--- src/rtl/ccip_intr_pkg.sv ---
// Shared types for the CCI-P interrupt sequencer: a local subset of the CCI-P
// c1 channel structures, interrupt ID type, widths and the request-packet builder.
package ccip_intr_pkg;

    localparam int NUM_INTR_IDS       = 4;
    localparam int TMO_CNT_W          = 16;
    localparam int COAL_CNT_W         = 16;
    localparam int DEF_TIMEOUT_CYCLES = 65535;

    typedef logic [1:0] t_intr_id;

    typedef enum logic [1:0] {
        eVC_VA  = 2'd0,
        eVC_VL0 = 2'd1,
        eVC_VH0 = 2'd2,
        eVC_VH1 = 2'd3
    } t_ccip_vc;

    typedef enum logic [3:0] {
        eREQ_WRLINE_I = 4'h0,
        eREQ_WRLINE_M = 4'h1,
        eREQ_WRPUSH_I = 4'h2,
        eREQ_WRFENCE  = 4'h4,
        eREQ_INTR     = 4'h6
    } t_ccip_c1_req;

    typedef enum logic [3:0] {
        eRSP_WRLINE  = 4'h0,
        eRSP_WRFENCE = 4'h4,
        eRSP_INTR    = 4'h6
    } t_ccip_c1_rsp;

    typedef struct packed {
        logic [5:0]   rsvd2;
        t_ccip_vc     vc_sel;
        logic         sop;
        logic         rsvd1;
        logic [1:0]   cl_len;
        t_ccip_c1_req req_type;
        logic [5:0]   rsvd0;
        logic [41:0]  address;
        logic [15:0]  mdata;
    } t_ccip_c1_ReqMemHdr;

    // Same 80-bit layout as the memory header, with the interrupt ID in the low bits
    typedef struct packed {
        logic [5:0]   rsvd1;
        t_ccip_vc     vc_sel;
        logic [3:0]   rsvd0;
        t_ccip_c1_req req_type;
        logic [61:0]  rsvd2;
        t_intr_id     id;
    } t_ccip_c1_ReqIntrHdr;

    typedef struct packed {
        t_ccip_vc     vc_used;
        logic         rsvd1;
        logic         hit_miss;
        logic         format;
        logic         rsvd0;
        logic [1:0]   cl_num;
        t_ccip_c1_rsp resp_type;
        logic [15:0]  mdata;
    } t_ccip_c1_RspMemHdr;

    typedef struct packed {
        t_ccip_vc     vc_used;
        logic         rsvd1;
        logic         hit_miss;
        logic [3:0]   rsvd0;
        t_ccip_c1_rsp resp_type;
        logic [13:0]  rsvd2;
        t_intr_id     id;
    } t_ccip_c1_RspIntrHdr;

    typedef struct packed {
        t_ccip_c1_RspMemHdr hdr;
        logic               rspValid;
    } t_if_ccip_c1_Rx;

    typedef struct packed {
        logic           c0TxAlmFull;
        logic           c1TxAlmFull;
        t_if_ccip_c1_Rx c1;
    } t_if_ccip_Rx;

    typedef struct packed {
        t_ccip_c1_ReqMemHdr hdr;
        logic [511:0]       data;
        logic               valid;
    } t_if_ccip_c1_Tx;

    function automatic t_if_ccip_c1_Tx build_intr_pkt(input t_intr_id id, input t_ccip_vc vc);
        t_ccip_c1_ReqIntrHdr h;
        t_if_ccip_c1_Tx      p;
        h          = '0;
        h.vc_sel   = vc;
        h.req_type = eREQ_INTR;
        h.id       = id;
        p          = '0;
        p.hdr      = t_ccip_c1_ReqMemHdr'(h);
        p.valid    = 1'b1;
        return p;
    endfunction

endpackage

--- src/rtl/ccip_intr_rr_arb.sv ---
// Four-way round-robin arbiter; the grant is combinational and the pointer
// advances past the granted ID only when a grant is actually taken.
module ccip_intr_rr_arb
    import ccip_intr_pkg::*;
(
    input  logic                    clk,
    input  logic                    rst,
    input  logic [NUM_INTR_IDS-1:0] req,
    input  logic                    en,
    output logic                    gnt_valid,
    output t_intr_id                gnt_id
);

    t_intr_id r_ptr;
    t_intr_id w_idx;

    // Scan from the highest offset down so the closest requester to the pointer wins
    always_comb begin
        gnt_valid = 1'b0;
        gnt_id    = r_ptr;
        w_idx     = r_ptr;
        for (int k = NUM_INTR_IDS - 1; k >= 0; k--) begin
            w_idx = r_ptr + t_intr_id'(k);
            if (req[w_idx]) begin
                gnt_valid = en;
                gnt_id    = w_idx;
            end else begin
                gnt_valid = gnt_valid;
                gnt_id    = gnt_id;
            end
        end
    end

    // Pointer update
    always_ff @(posedge clk) begin
        if (rst) begin
            r_ptr <= 2'd0;
        end else if (gnt_valid) begin
            r_ptr <= gnt_id + 2'd1;
        end else begin
            r_ptr <= r_ptr;
        end
    end

endmodule

--- src/rtl/ccip_intr_sequencer.sv ---
// AFU interrupt sequencer: tracks per-ID pending/outstanding state, issues
// eREQ_INTR on CCI-P c1 Tx, retires on eRSP_INTR and reports timeouts/spurious responses.
module ccip_intr_sequencer
    import ccip_intr_pkg::*;
#(
    parameter int TIMEOUT_CYCLES = DEF_TIMEOUT_CYCLES,
    parameter int CNT_W          = COAL_CNT_W
) (
    input  logic                    Clk_400,
    input  logic                    SoftReset,
    input  logic                    trig_valid,
    input  logic [1:0]              trig_id,
    input  t_ccip_vc                vc_sel,
    input  t_if_ccip_Rx             cp2af_sRxPort,
    output t_if_ccip_c1_Tx          af2cp_c1Tx,
    output logic [NUM_INTR_IDS-1:0] pend_vec,
    output logic [NUM_INTR_IDS-1:0] outst_vec,
    output logic [NUM_INTR_IDS-1:0] timeout_err,
    output logic                    spurious_err,
    output logic [CNT_W-1:0]        coalesce_cnt,
    input  logic                    err_clr
);

    localparam int                TMO_W     = $clog2(TIMEOUT_CYCLES + 1);
    localparam logic [TMO_W-1:0]  TMO_LIMIT = TMO_W'(TIMEOUT_CYCLES);
    localparam logic [CNT_W-1:0]  CNT_MAX   = '1;

    logic [NUM_INTR_IDS-1:0] r_pend;
    logic [NUM_INTR_IDS-1:0] r_outst;
    logic [NUM_INTR_IDS-1:0] r_tmo_err;
    logic                    r_spur;
    logic [CNT_W-1:0]        r_coal;
    logic [TMO_W-1:0]        r_tmo_cnt [NUM_INTR_IDS];
    t_if_ccip_c1_Tx          r_tx;

    logic                    w_gnt_valid;
    t_intr_id                w_gnt_id;
    logic [NUM_INTR_IDS-1:0] w_eligible;
    logic [NUM_INTR_IDS-1:0] w_gnt_oh;
    logic [NUM_INTR_IDS-1:0] w_trig_oh;
    logic [NUM_INTR_IDS-1:0] w_rsp_oh;
    logic [NUM_INTR_IDS-1:0] w_rsp_hit;
    logic [NUM_INTR_IDS-1:0] w_expire;
    logic                    w_rsp_intr;
    logic                    w_spur_evt;
    logic                    w_coalesce;
    t_ccip_c1_RspIntrHdr     w_rsp_hdr;
    logic                    w_unused;

    assign w_eligible = r_pend & ~r_outst;

    ccip_intr_rr_arb u_arb (
        .clk       (Clk_400),
        .rst       (SoftReset),
        .req       (w_eligible),
        .en        (!cp2af_sRxPort.c1TxAlmFull),
        .gnt_valid (w_gnt_valid),
        .gnt_id    (w_gnt_id)
    );

    // Event decode: trigger, grant, response and timeout expiry as per-ID vectors
    always_comb begin
        w_rsp_hdr  = t_ccip_c1_RspIntrHdr'(cp2af_sRxPort.c1.hdr);
        w_rsp_intr = cp2af_sRxPort.c1.rspValid && (w_rsp_hdr.resp_type == eRSP_INTR);
        w_trig_oh  = '0;
        w_gnt_oh   = '0;
        w_rsp_oh   = '0;
        if (trig_valid) begin
            w_trig_oh[trig_id] = 1'b1;
        end else begin
            w_trig_oh = '0;
        end
        if (w_gnt_valid) begin
            w_gnt_oh[w_gnt_id] = 1'b1;
        end else begin
            w_gnt_oh = '0;
        end
        w_rsp_oh[w_rsp_hdr.id] = w_rsp_intr;
        w_rsp_hit  = w_rsp_oh & r_outst;
        w_spur_evt = w_rsp_intr && !r_outst[w_rsp_hdr.id];
        // A trigger landing on the entry being issued queues a fresh request, not a merge
        w_coalesce = trig_valid && r_pend[trig_id] && !(w_gnt_valid && (w_gnt_id == trig_id));
        for (int i = 0; i < NUM_INTR_IDS; i++) begin
            w_expire[i] = r_outst[i] && !w_rsp_oh[i] && ((r_tmo_cnt[i] + TMO_W'(1)) == TMO_LIMIT);
        end
    end

    assign w_unused = ^{cp2af_sRxPort.c0TxAlmFull, w_rsp_hdr.vc_used, w_rsp_hdr.rsvd1,
                        w_rsp_hdr.hit_miss, w_rsp_hdr.rsvd0, w_rsp_hdr.rsvd2};

    // Per-ID state, sticky status, coalesce counter and the registered Tx packet
    always_ff @(posedge Clk_400) begin
        if (SoftReset) begin
            r_pend    <= '0;
            r_outst   <= '0;
            r_tmo_err <= '0;
            r_spur    <= 1'b0;
            r_coal    <= '0;
            r_tx      <= '0;
            for (int i = 0; i < NUM_INTR_IDS; i++) begin
                r_tmo_cnt[i] <= '0;
            end
        end else begin
            r_pend    <= (r_pend & ~w_gnt_oh) | w_trig_oh;
            r_outst   <= (r_outst | w_gnt_oh) & ~w_rsp_hit & ~w_expire;
            r_tmo_err <= (err_clr ? '0 : r_tmo_err) | w_expire;
            r_spur    <= (r_spur && !err_clr) || w_spur_evt;
            if (w_coalesce) begin
                r_coal <= err_clr ? CNT_W'(1) : ((r_coal == CNT_MAX) ? CNT_MAX : r_coal + CNT_W'(1));
            end else if (err_clr) begin
                r_coal <= '0;
            end else begin
                r_coal <= r_coal;
            end
            for (int i = 0; i < NUM_INTR_IDS; i++) begin
                if (!r_outst[i] || w_gnt_oh[i] || w_expire[i] || w_rsp_hit[i]) begin
                    r_tmo_cnt[i] <= '0;
                end else begin
                    r_tmo_cnt[i] <= r_tmo_cnt[i] + TMO_W'(1);
                end
            end
            r_tx <= w_gnt_valid ? build_intr_pkt(w_gnt_id, vc_sel) : '0;
        end
    end

    assign af2cp_c1Tx   = r_tx;
    assign pend_vec     = r_pend;
    assign outst_vec    = r_outst;
    assign timeout_err  = r_tmo_err;
    assign spurious_err = r_spur;
    assign coalesce_cnt = r_coal;

endmodule
--- config.mk ---
export PLATFORM = sky130hd
export DESIGN_NAME = ccip_intr_sequencer
export DESIGN_NICKNAME = d
export VERILOG_FILES = /design/src/rtl/ccip_intr_pkg.sv /design/src/rtl/ccip_intr_rr_arb.sv /design/src/rtl/ccip_intr_sequencer.sv
export SDC_FILE = /design/constraint.sdc
export NUM_CORES = 1
export LEC_CHECK = 0
export CAP_MARGIN = 10
export CORE_AREA = 2 2 260 262
export CTS_CLUSTER_SIZE = 25
export DETAILED_ROUTE_END_ITERATION = 8
export DIE_AREA = 0 0 262 264
export HOLD_SLACK_MARGIN = 0.05
export PLACE_DENSITY = 0.52
export REMOVE_ABC_BUFFERS = 1
export SETUP_SLACK_MARGIN = 0.4
export SKIP_CTS_REPAIR_TIMING = 1
export SLEW_MARGIN = 20
export SYNTH_ARGS = -nofsm -noshare
export SYNTH_HDL_FRONTEND = slang
export SYNTH_HIERARCHICAL = 1
export SYNTH_SLANG_ARGS = --single-unit
--- constraint.sdc ---
create_clock -name Clk_400 -period 6.4 [get_ports Clk_400]
set_input_delay 1.92 -clock Clk_400 [delete_from_list [all_inputs] [get_ports Clk_400]]
set_output_delay 1.92 -clock Clk_400 [all_outputs]
set_load 0.01 [all_outputs]
==> impl_summary.log, run 1 <==
INFO  metric final-setup-viol-count = 0
INFO  metric final_net_count = 1,313
INFO  metric final.setup_skew = 0.01957 ns
INFO  metric final.fill_count = 7,666
INFO  metric worst-slew-pin-transition = 0.7151 ns
INFO  metric biggest_fanout_along_the_worst_timing_path = 16
INFO  metric pin_count_of_the_biggest_net_entering_global_routing = 20
INFO  metric worst_r2r_path_depth = 7
INFO  metric cts_tree = yes
INFO  metric layout_overhead_on_the_synthesized_area = -1.372%
INFO  metric totalWireLength = between 15,000 and 20,000 µm
INFO  metric number_of_global_route_vias_before_repair = 4,252
INFO  metric synth.lib_cells_used.distinct = 71
INFO  metric synth_area_leaders = buf_4, edfxtp_1, dfxtp_1
INFO  metric final-max-slew-violation-count = 0
INFO  metric critical_path.cell_chain = clkdlybuf4s50_1 > or3b_2 > or2_2 > o31ai_1 > nor2_1 > nand3_1 > o21ba_2
INFO  metric portBuffers = 51
INFO  metric coreArea = roughly 67,000 µm²
INFO  metric h-tree-depth = 3
INFO  metric yosysSeqAreaShare = 0.2658
INFO  metric rr_startpoint = r_tmo_cnt[0][0]
INFO  metric seqCellArea = between 2000 and 3000 µm²
INFO  metric timing_hold_violations_final = 0
INFO  metric design_area_final = roughly 9800 µm²
INFO  metric number_of_warnings_printed_during_yosys_synthesis = 6
INFO  metric grt_first_pass_wirelength = 24,860 µm
INFO  metric globalplace.congestion = roughly 0.76
INFO  metric average_wire_length_per_cell_after_detail_routing = 8.648 µm
INFO  metric reg_to_reg_endpoint = r_tmo_cnt[0][5]
INFO  metric antenna_found_initial = 4
INFO  metric drt.antenna.violating_nets = 0
INFO  metric post_synthesis_instance_total = 1,154
INFO  metric postSynthAreaPerCell = around 8.6 µm²
INFO  metric timing.critical_path.to = r_tmo_cnt[1][11]
INFO  metric max-clock-path-buffers = 2
INFO  metric synth_most_common_cell = buf_4
INFO  metric total_leakage_power = 4.221 nW
INFO  metric die_h = roughly 260 µm
INFO  metric grtUsageTotal = 0.04808
INFO  metric worst_ep_required_time = 6.53 ns
INFO  metric max_slew_margin = 0.5196
INFO  metric p_total = 1.580 mW
INFO  metric die_width = 262 µm
INFO  metric synth_area = about 9900 µm²
INFO  metric synth_enable_flop_cells = 64
INFO  metric half_perimeter_wire_length_of_the_detailed_placement_result = 15,500 µm
INFO  metric final.period_utilization = 0.6724
INFO  metric worst-endpoint-arrival = 4.43 ns
INFO  metric crit_buf_inv = 1
INFO  metric drc_errors = 0
INFO  metric status = finished clean
INFO  metric clock_insertion_delay_worst_skew = 0.37 ns
INFO  metric cpPeakStageDelay = 0.48 ns
INFO  metric post-synth-top-area-cell = buf_4
INFO  metric end_kind = flop
INFO  metric cpMaxStageDelayCell = nand3_1
INFO  metric grt_setup_unrepaired = false
INFO  metric clkSlewWorstSetupHoldPaths = 0.08 ns
INFO  metric first_iter_violations = 204
INFO  metric cp_top_family = simple AND/OR/NAND/NOR gates
INFO  metric cts.root.buffer_cell = clkbuf_16
INFO  metric timing.critical_path.depth = 7
INFO  metric worstSetupStartpointType = input pin
INFO  metric drive_gt1_frac = 0.03307
INFO  metric drtPass1Iterations = 4
INFO  metric drv.max_cap_violation_count = 0
INFO  metric timing.fmax = 232.4 MHz
INFO  metric viasPerCell = 2.646
INFO  metric post-route-util = 0.1473
INFO  metric yosys_most_used_dff = edfxtp_1
INFO  metric period_minus_slack = 4.303 ns
INFO  metric num_io_pins = 661
INFO  metric placement_rows = 95
INFO  metric path_class = input pin to flop
INFO  metric vdd.ir_drop.worst = 0.0001086 V
INFO  metric hp-class = flop to flop
INFO  metric synth_seq_cells = 100
INFO  metric cts_inserted_buffers = 9
INFO  metric multi_input_comb_area = 5167 µm²
INFO  metric die_area = 69,170 µm²
INFO  metric synth_async_reset_ratio = 0
INFO  metric worst-r2r-setup-slack = approximately 3.2 ns
INFO  metric clock_sinks = 100
INFO  metric via_count = about 5.7k
INFO  metric power_dens_cells = 161.1 nW/µm²
INFO  metric gr-total-overflow = 0
INFO  metric setup-tns-final = 0 ns
INFO  metric synth_largest_type_area_fraction = 0.4455
INFO  metric placement.setup.worst_slack = approximately 1.6 ns
INFO  metric final_critical_path_setup_slack = 2.097 ns
INFO  metric placed_area = 9507 µm²
INFO  metric post_synth_most_frequent_cells = buf_4, nor2_1, edfxtp_1
INFO  metric initial_core_util = 0.1494
INFO  metric origin_of_the_worst_setup_path = cp2af_sRxPort[18]
[stage by stage]
step                cells  hold slack, ns
floorplan            1201          0.4807
global placement     2127          0.4482
detailed placement   2127          0.4429
CTS                  2143          0.4727
global route         2143          0.4911
finish               2150          0.4652
[cell families after synthesis]
logic type                 count (synthesis)  share of synthesized area
muxes                                      6                   0.008558
xor gates and xnor gates                  55                    0.04845
other                                      2                  0.0007554
and+or+nand+nor                          284                     0.1480
adders and majority gates                  9                    0.01133
AOI/OAI and AO/OA                         76                    0.05802
DFF                                      100                     0.2658
buffers and inverters                    622                     0.4591
[how the worst min path moves through the flow]
stage / startpoint / endpoint / cells past startpoint / slack [ns]
4_1_cts: timeout_err[3] / timeout_err[3] / 1 / 0.47
6_report: timeout_err[3] / timeout_err[3] / 1 / 0.47
5_1_grt: timeout_err[3] / timeout_err[3] / 1 / 0.49
3_3_place_gp: timeout_err[3] / timeout_err[3] / 1 / 0.45
2_1_floorplan: timeout_err[1] / timeout_err[1] / 2 / 0.48
3_5_place_dp: timeout_err[3] / timeout_err[3] / 1 / 0.44
[report_power, final]
group	internal (mW)	total, mW	switching, mW	leakage (nW)
clock network	0.271	0.557	0.286	0.143
registers	0.709	0.738	0.0297	0.952
logic	0.0527	0.284	0.232	3.13
total	1.03	1.58	0.547	4.22
[flip-flops by register name, summed over array words and instances, names as in the netlist]
name          flops
af2cp_c1Tx        5
u_arb/r_ptr       2
coalesce_cnt     16
outst_vec         4
r_tmo_cnt        64
pend_vec          4
timeout_err       4
spurious_err      1
[cell usage in the layout (no fill, tap or decap), types with 3 or more instances in the layout]
master           netlist  layout
a211oi_1               4       4
a21o_1                 3       3
a21oi_1               17      17
a311oi_1               4       4
a31oi_1                5       5
and2_1                 3       3
and3_1                12      12
and4_1                 4       4
clkbuf_16              0       9
clkdlybuf4s50_1        0      51
conb_1                 2     650
dfxtp_1               36      36
diode_2                0       7
edfxtp_1              64      64
ha_1                   9       9
inv_1                 21      21
inv_6                  0       3
mux2i_1                4       4
nand2_1               41      41
nand2b_1               9       9
nand3_1               36      36
nand3b_1               4       4
nand4_1               16      16
nor2_1                79      79
nor2b_1               11      11
nor3_1                37      37
nor3b_1                3       3
nor4_1                 8       8
o21ai_0               10      10
o31ai_1                4       4
or2_2                  4       4
or3_1                  5       5
xnor2_1               28      28
xor2_1                27      27
[per-layer routing]
metal	share of wire	GRT usage
met4	0.0084	0.01191
met5	0	0
met3	0.11	0.01756
met2	0.43	0.06397
met1	0.45	0.07152
[area by class of cell]
cell class / instances / area share
Clock inverter: 7 / 0.005742
Timing Repair Buffer: 53 / 0.05359
Antenna cell: 7 / 0.001786
Clock buffer: 9 / 0.02297
Tap cell: 873 / 0.1114
Inverter: 21 / 0.008039
Sequential cell: 100 / 0.2695
Multi-Input combinational cell: 1080 / 0.5270
Power figures use the tool's default switching activity.
==> inputs of run 2 (changes only) <==
CORE_AREA = 2 2 259 261   (was 2 2 260 262)
DIE_AREA = 0 0 261 263   (was 0 0 262 264)
PLACE_DENSITY = 0.53   (was 0.52)
clock period = 4.1 ns   (was 6.4 ns; I/O delays follow)
==> impl_summary.log, run 2 (synthesis results as in run 1) <==
INFO  metric max_ffs_per_register = 64 (unchanged)
INFO  metric number_of_global_route_vias_before_repair = 4,588 (+7.9%)
INFO  metric clock_insertion_delay_worst_skew = 0.37 ns (about the same)
INFO  metric layout_overhead_on_the_synthesized_area = -0.7803%
INFO  metric total_leakage_power = 4.268 nW (+1.1%)
INFO  metric max_slew_margin = 0.5292 (+0.009614)
INFO  metric totalWireLength = 18,880 µm (+1.6%)
INFO  metric placement.setup.worst_slack = 0.3344 ns (-1.290 ns)
INFO  metric cts.root.buffer_cell = clkbuf_16
INFO  metric globalplace.congestion = 0.7484 (-2.2%)
INFO  metric grt_first_pass_wirelength = 26,390 µm (+6.2%)
INFO  metric placement_rows = 94 (-1.1%)
INFO  metric drc_errors = 0 (unchanged)
INFO  metric final_net_count = 1,322 (+0.69%)
INFO  metric origin_of_the_worst_setup_path = r_tmo_cnt[0][0]
INFO  metric grtUsageTotal = 0.04980 (+0.001716)
INFO  metric vdd.ir_drop.worst = 0.0002054 V (+89%)
INFO  metric setup-tns-final = 0 ns (unchanged)
INFO  metric via_count = 5,811 (+2.1%)
INFO  metric antenna-diode-count = 0 (-7)
INFO  metric place_inst = 2,127 (unchanged)
INFO  metric gr-total-overflow = 0 (unchanged)
INFO  metric timing_hold_violations_final = 0 (unchanged)
INFO  metric worst-r2r-setup-slack = 0.75 ns (-2.42 ns)
INFO  metric top_register = r_tmo_cnt
INFO  metric average_wire_length_per_cell_after_detail_routing = 8.811 µm (+1.9%)
INFO  metric final.period_utilization = 0.8159
INFO  metric worst_ep_required_time = 4.19 ns (-2.34 ns)
INFO  metric final_common_cell = conb_1
INFO  metric worst_r2r_path_depth = 7 (unchanged)
INFO  metric timing.fmax = 298.9 MHz
INFO  metric coreArea = 65,630 µm² (-1.4%)
INFO  metric drive_gt1_frac = 0.03987 (+0.006804)
INFO  metric grt_setup_unrepaired = false
INFO  metric rr_startpoint = r_tmo_cnt[0][0]
INFO  metric first_iter_violations = 293 (+44%)
INFO  metric final-setup-viol-count = 0 (unchanged)
INFO  metric clock_sinks = 100 (unchanged)
INFO  metric final_critical_path_setup_slack = 0.7548 ns (-1.342 ns)
INFO  metric hp-class = flop to flop
INFO  metric drv.max_cap_violation_count = 0 (unchanged)
INFO  metric final-max-slew-violation-count = 0 (unchanged)
INFO  metric worst-slew-pin-transition = 0.7062 ns (-0.008919 ns)
INFO  metric placed_area = 9563 µm² (+0.59%)
INFO  metric period_minus_slack = about 3.3 ns
INFO  metric p_total = 2.509 mW (+59%)
INFO  metric worst-endpoint-arrival = 3.43 ns (-1.00 ns)
INFO  metric timing.critical_path.to = r_tmo_cnt[0][13]
INFO  metric drt.antenna.violating_nets = 0 (unchanged)
INFO  metric half_perimeter_wire_length_of_the_detailed_placement_result = 15,440 µm (-0.36%)
INFO  metric status = finished clean
INFO  metric die_h = 263 µm (-0.38%)
INFO  metric layout.cells.most_common_list = conb_1, nor2_1, edfxtp_1
INFO  metric antenna_found_initial = 2 (-2)
INFO  metric viasPerCell = 2.712 (+2.5%)
INFO  metric layoutNonFillerInstCount = 2,143 (-0.33%)
INFO  metric reg_to_reg_endpoint = r_tmo_cnt[0][13]
INFO  metric end_kind = flop
INFO  metric worstSetupStartpointType = flop
INFO  metric h-tree-depth = 3 (unchanged)
INFO  metric pin_count_of_the_biggest_net_entering_global_routing = 21 (+5.0%)
INFO  metric path_class = flop to flop
INFO  metric num_io_pins = 661 (unchanged)
INFO  metric initial_core_util = 0.1515 (+0.002130)
INFO  metric max-clock-path-buffers = 2 (unchanged)
INFO  metric cts_inserted_buffers = 9 (unchanged)
INFO  metric design_area_final = 9864 µm² (+0.60%)
INFO  metric power_dens_cells = 254.4 nW/µm² (+58%)
INFO  metric die_width = 261 µm (-0.38%)
INFO  metric portBuffers = 51 (unchanged)
INFO  metric final.setup_skew = 0.01544 ns (-0.004128 ns)
INFO  metric drtPass1Iterations = 4 (unchanged)
INFO  metric die_area = 68,640 µm² (-0.76%)
INFO  metric cts_tree = yes
INFO  metric clkSlewWorstSetupHoldPaths = 0.08 ns (about the same)
INFO  metric biggest_fanout_along_the_worst_timing_path = 16 (unchanged)
## run 2: cell count changes in the layout (fill, tap and decap cells not counted)
cell,previous run,this run
clkinv_4,1,0
clkinv_8,0,2
inv_4,0,1
clkinv_2,2,0
diode_2,7,0
buf_4,2,11
## run 2: worst min path at each step
| stage | start | endpoint | depth (start not counted) |
|---|---|---|---|
| after floorplan | timeout_err[1] | timeout_err[1] | 2 |
| after global placement | timeout_err[3] | timeout_err[3] | 1 |
| after detailed placement | timeout_err[3] | timeout_err[3] | 1 |
| after CTS | timeout_err[1] | timeout_err[1] | 2 |
| after global routing | timeout_err[3] | timeout_err[3] | 1 |
| final | timeout_err[1] | timeout_err[1] | 2 |
## run 2: stage by stage
| step | hold slack (ns) | utilization |
|---|---|---|
| finish | 0.4688 | 0.1503 |
| global route | 0.5159 | 0.1503 |
| CTS | 0.4709 | 0.1503 |
| detailed placement | 0.4444 | 0.1457 |
| global placement | 0.4478 | 0.1457 |
| floorplan | 0.4807 | - |
## run 2: routing by layer
layer	up-vias	global-route usage	part of all wire
met5	-	0	0.00042
met1	2685	0.06819	0.44
li1	2846	-	-
met4	2	0.01044	0.0062
met3	10	0.02253	0.11
met2	268	0.07104	0.44
## run 2: where the power goes
part	total, mW	switching [mW]	internal, mW	leakage (nW)
sequential	1.15	0.0473	1.11	0.952
combinational	0.453	0.365	0.0873	3.17
clock	0.904	0.468	0.436	0.149
total	2.51	0.881	1.63	4.27
## run 2: cell type report
class,instances,area (µm²)
clock buffer,9,225.2
clock inverter,7,76.32
fill,7547,55760
inverter,21,78.83
multi-input combinational,1080,5167
sequential,100,2643
tap,864,1081
timing repair buffer,62,593.1
## run 2: worst max-delay path: stages (launching register included)
cell and delay (ns):
edfxtp_1 0.48, ha_1 0.33, nand3_1 0.30, or3_1 0.42
a2111oi_0 0.50, nand4_1 0.27, o31ai_4 0.64, nor2_1 0.13
==> inputs of run 3 (changes only) <==
CORE_AREA = 2 2 255 257   (was 2 2 259 261)
DIE_AREA = 0 0 257 259   (was 0 0 261 263)
PLACE_DENSITY = 0.55   (was 0.53)
clock period = 3 ns   (was 4.1 ns; I/O delays follow)
==> impl_summary.log, run 3 (synthesis results as in run 1) <==
INFO  metric final_common_cell = conb_1
INFO  metric grt_setup_unrepaired = true
INFO  metric rr_startpoint = r_tmo_cnt[0][1]
INFO  metric worst-r2r-setup-slack = 0.36 ns (-0.39 ns)
INFO  metric drive_gt1_frac = 0.1126 (+0.07275)
INFO  metric final.setup_skew = 0.01557 ns (+0.0001283 ns)
INFO  metric worst_ep_required_time = 3.13 ns (-1.06 ns)
INFO  metric first_iter_violations = 223 (-24%)
INFO  metric layout_overhead_on_the_synthesized_area = 7.198%
INFO  metric half_perimeter_wire_length_of_the_detailed_placement_result = 16,350 µm (+5.9%)
INFO  metric design_area_final = 10,660 µm² (+8.0%)
INFO  metric drv.max_cap_violation_count = 0 (unchanged)
INFO  metric portBuffers = 51 (unchanged)
INFO  metric final.period_utilization = 0.8784 (+0.06246)
INFO  metric cts_inserted_buffers = 9 (unchanged)
INFO  metric worst_r2r_path_depth = 9 (+2)
INFO  metric gr-total-overflow = 0 (unchanged)
INFO  metric initial_core_util = 0.1556 (+0.004139)
INFO  metric final-max-slew-violation-count = 0 (unchanged)
INFO  metric placed_area = 9827 µm² (+2.8%)
INFO  metric clock_insertion_delay_worst_skew = 0.38 ns (about the same)
INFO  metric via_count = 5,965 (+2.7%)
INFO  metric die_area = 66,560 µm² (-3.0%)
INFO  metric antenna-diode-count = 0 (unchanged)
INFO  metric hold_path_depth = 2 (unchanged)
INFO  metric die_h = 259 µm (-1.5%)
INFO  metric p_total = 3.502 mW (+40%)
INFO  metric hp-class = flop to flop
INFO  metric top_register = r_tmo_cnt
INFO  metric worst-endpoint-arrival = 2.77 ns (-0.66 ns)
INFO  metric pin_count_of_the_biggest_net_entering_global_routing = 18 (-14%)
INFO  metric drc_errors = 0 (unchanged)
INFO  metric globalplace.congestion = 0.7472 (-0.16%)
INFO  metric cts_tree = yes
INFO  metric drt.antenna.violating_nets = 0 (unchanged)
INFO  metric origin_of_the_worst_setup_path = r_tmo_cnt[0][1]
INFO  metric coreArea = 63,880 µm² (-2.7%)
INFO  metric power_dens_cells = 328.6 nW/µm² (+29%)
INFO  metric max-clock-path-buffers = 2 (unchanged)
INFO  metric num_io_pins = 661 (unchanged)
INFO  metric total_leakage_power = 4.701 nW (+10%)
INFO  metric layout.cells.most_common_list = conb_1, nor2_1, edfxtp_1
INFO  metric max_slew_margin = 0.5728 (+0.04363)
INFO  metric placement_rows = 93 (-1.1%)
INFO  metric average_wire_length_per_cell_after_detail_routing = 9.202 µm (+4.4%)
INFO  metric vdd.ir_drop.worst = 0.0002779 V (+35%)
INFO  metric status = finished clean
INFO  metric period_minus_slack = 2.635 ns (-0.7101 ns)
INFO  metric holdPathEnd = timeout_err[1]
INFO  metric timing.fmax = 379.5 MHz (+27%)
INFO  metric final-setup-viol-count = 0 (unchanged)
INFO  metric die_width = 257 µm (-1.5%)
INFO  metric number_of_global_route_vias_before_repair = 4,463 (-2.7%)
INFO  metric antenna_found_initial = 5 (+3)
INFO  metric timing_hold_violations_final = 0 (unchanged)
INFO  metric end_kind = flop
INFO  metric final_net_count = 1,366 (+3.3%)
INFO  metric hp-start = timeout_err[1]
INFO  metric max_ffs_per_register = 64 (unchanged)
INFO  metric worstSetupStartpointType = flop
INFO  metric path_class = flop to flop
INFO  metric cts.root.buffer_cell = clkbuf_16
INFO  metric clock_sinks = 100 (unchanged)
INFO  metric grt_first_pass_wirelength = 25,920 µm (-1.8%)
INFO  metric viasPerCell = 2.739 (+1.0%)
INFO  metric h-tree-depth = 3 (unchanged)
INFO  metric reg_to_reg_endpoint = r_tmo_cnt[0][0]
INFO  metric grtUsageTotal = 0.05195 (+0.002145)
INFO  metric biggest_fanout_along_the_worst_timing_path = 7 (-9)
INFO  metric clkSlewWorstSetupHoldPaths = 0.08 ns (about the same)
INFO  metric drtPass1Iterations = 4 (unchanged)
INFO  metric totalWireLength = 20,040 µm (+6.1%)
INFO  metric worst-slew-pin-transition = 0.6397 ns (-0.06649 ns)
[run 3: cell count changes in the layout (fill, tap and decap cells not counted), moves of 3 or more]
cell	delta
nor3_4	+6
buf_12	+3
nor3_2	+11
buf_4	+36
buf_6	+4
nor3_1	-17
nor2b_1	-4
nor2_2	+5
nor2_4	+6
nor2_1	-11
dlymetal6s2s_1	+8
clkdlybuf4s50_1	-8
[run 3: area by class of cell]
cell class / count / area, µm²
multi-input combinational: 1080 / 5558
clock inverter: 5 / 38.79
clock buffer: 11 / 255.2
inverter: 21 / 78.83
timing repair buffer: 106 / 1013
sequential: 100 / 2644
fill: 7256 / 53220
tap: 855 / 1070
[run 3: critical path, cell delays in order (launching register included)]
cell,delay [ns]
edfxtp_1,0.44
ha_4,0.20
buf_6,0.12
or3b_4,0.36
o32a_4,0.21
o22ai_4,0.17
nand4_1,0.20
o31ai_4,0.41
clkbuf_16,0.25
nor2_1,0.05
[run 3: power breakdown]
group	internal [mW]	leakage, nW	total (mW)	switching, mW
registers	1.51	0.952	1.57	0.0612
logic	0.169	3.60	0.708	0.539
clock network	0.627	0.150	1.22	0.594
[run 3: worst max-delay path by stage]
stage                             endpoint  depth (start not counted)
after floorplan           r_tmo_cnt[1][11]                          6
after global placement     r_tmo_cnt[1][2]                          9
after detailed placement   r_tmo_cnt[1][2]                          9
after CTS                  r_tmo_cnt[1][2]                          9
after global routing       r_tmo_cnt[0][0]                          9
final                      r_tmo_cnt[0][0]                          9
[run 3: routing by layer]
| layer | track usage | routed length (µm) | vias up | part of all wire |
|---|---|---|---|---|
| met3 | 0.02724 | 2102 | 22 | 0.10 |
| met4 | 0.01599 | 245 | 8 | 0.012 |
| met5 | 0 | 46 | - | 0.0023 |
| met1 | 0.07072 | 8925 | 2741 | 0.45 |
| li1 | - | - | 2934 | - |
| met2 | 0.06941 | 8722 | 260 | 0.44 |
[run 3: stage by stage]
stage	setup TNS (ns)	hold WS, ns	util	worst slack [ns]	instances
after detailed placement	-19.76	0.4672	0.1538	-0.3645	2153
after floorplan	0	0.4807	-	0.2331	1201
final	0	0.4748	0.1668	0.3649	2178
after global routing	0	0.5107	0.1668	0.2851	2178
after global placement	-19.32	0.4523	0.1538	-0.3941	2153
after CTS	0	0.4798	0.1584	0.03786	2169
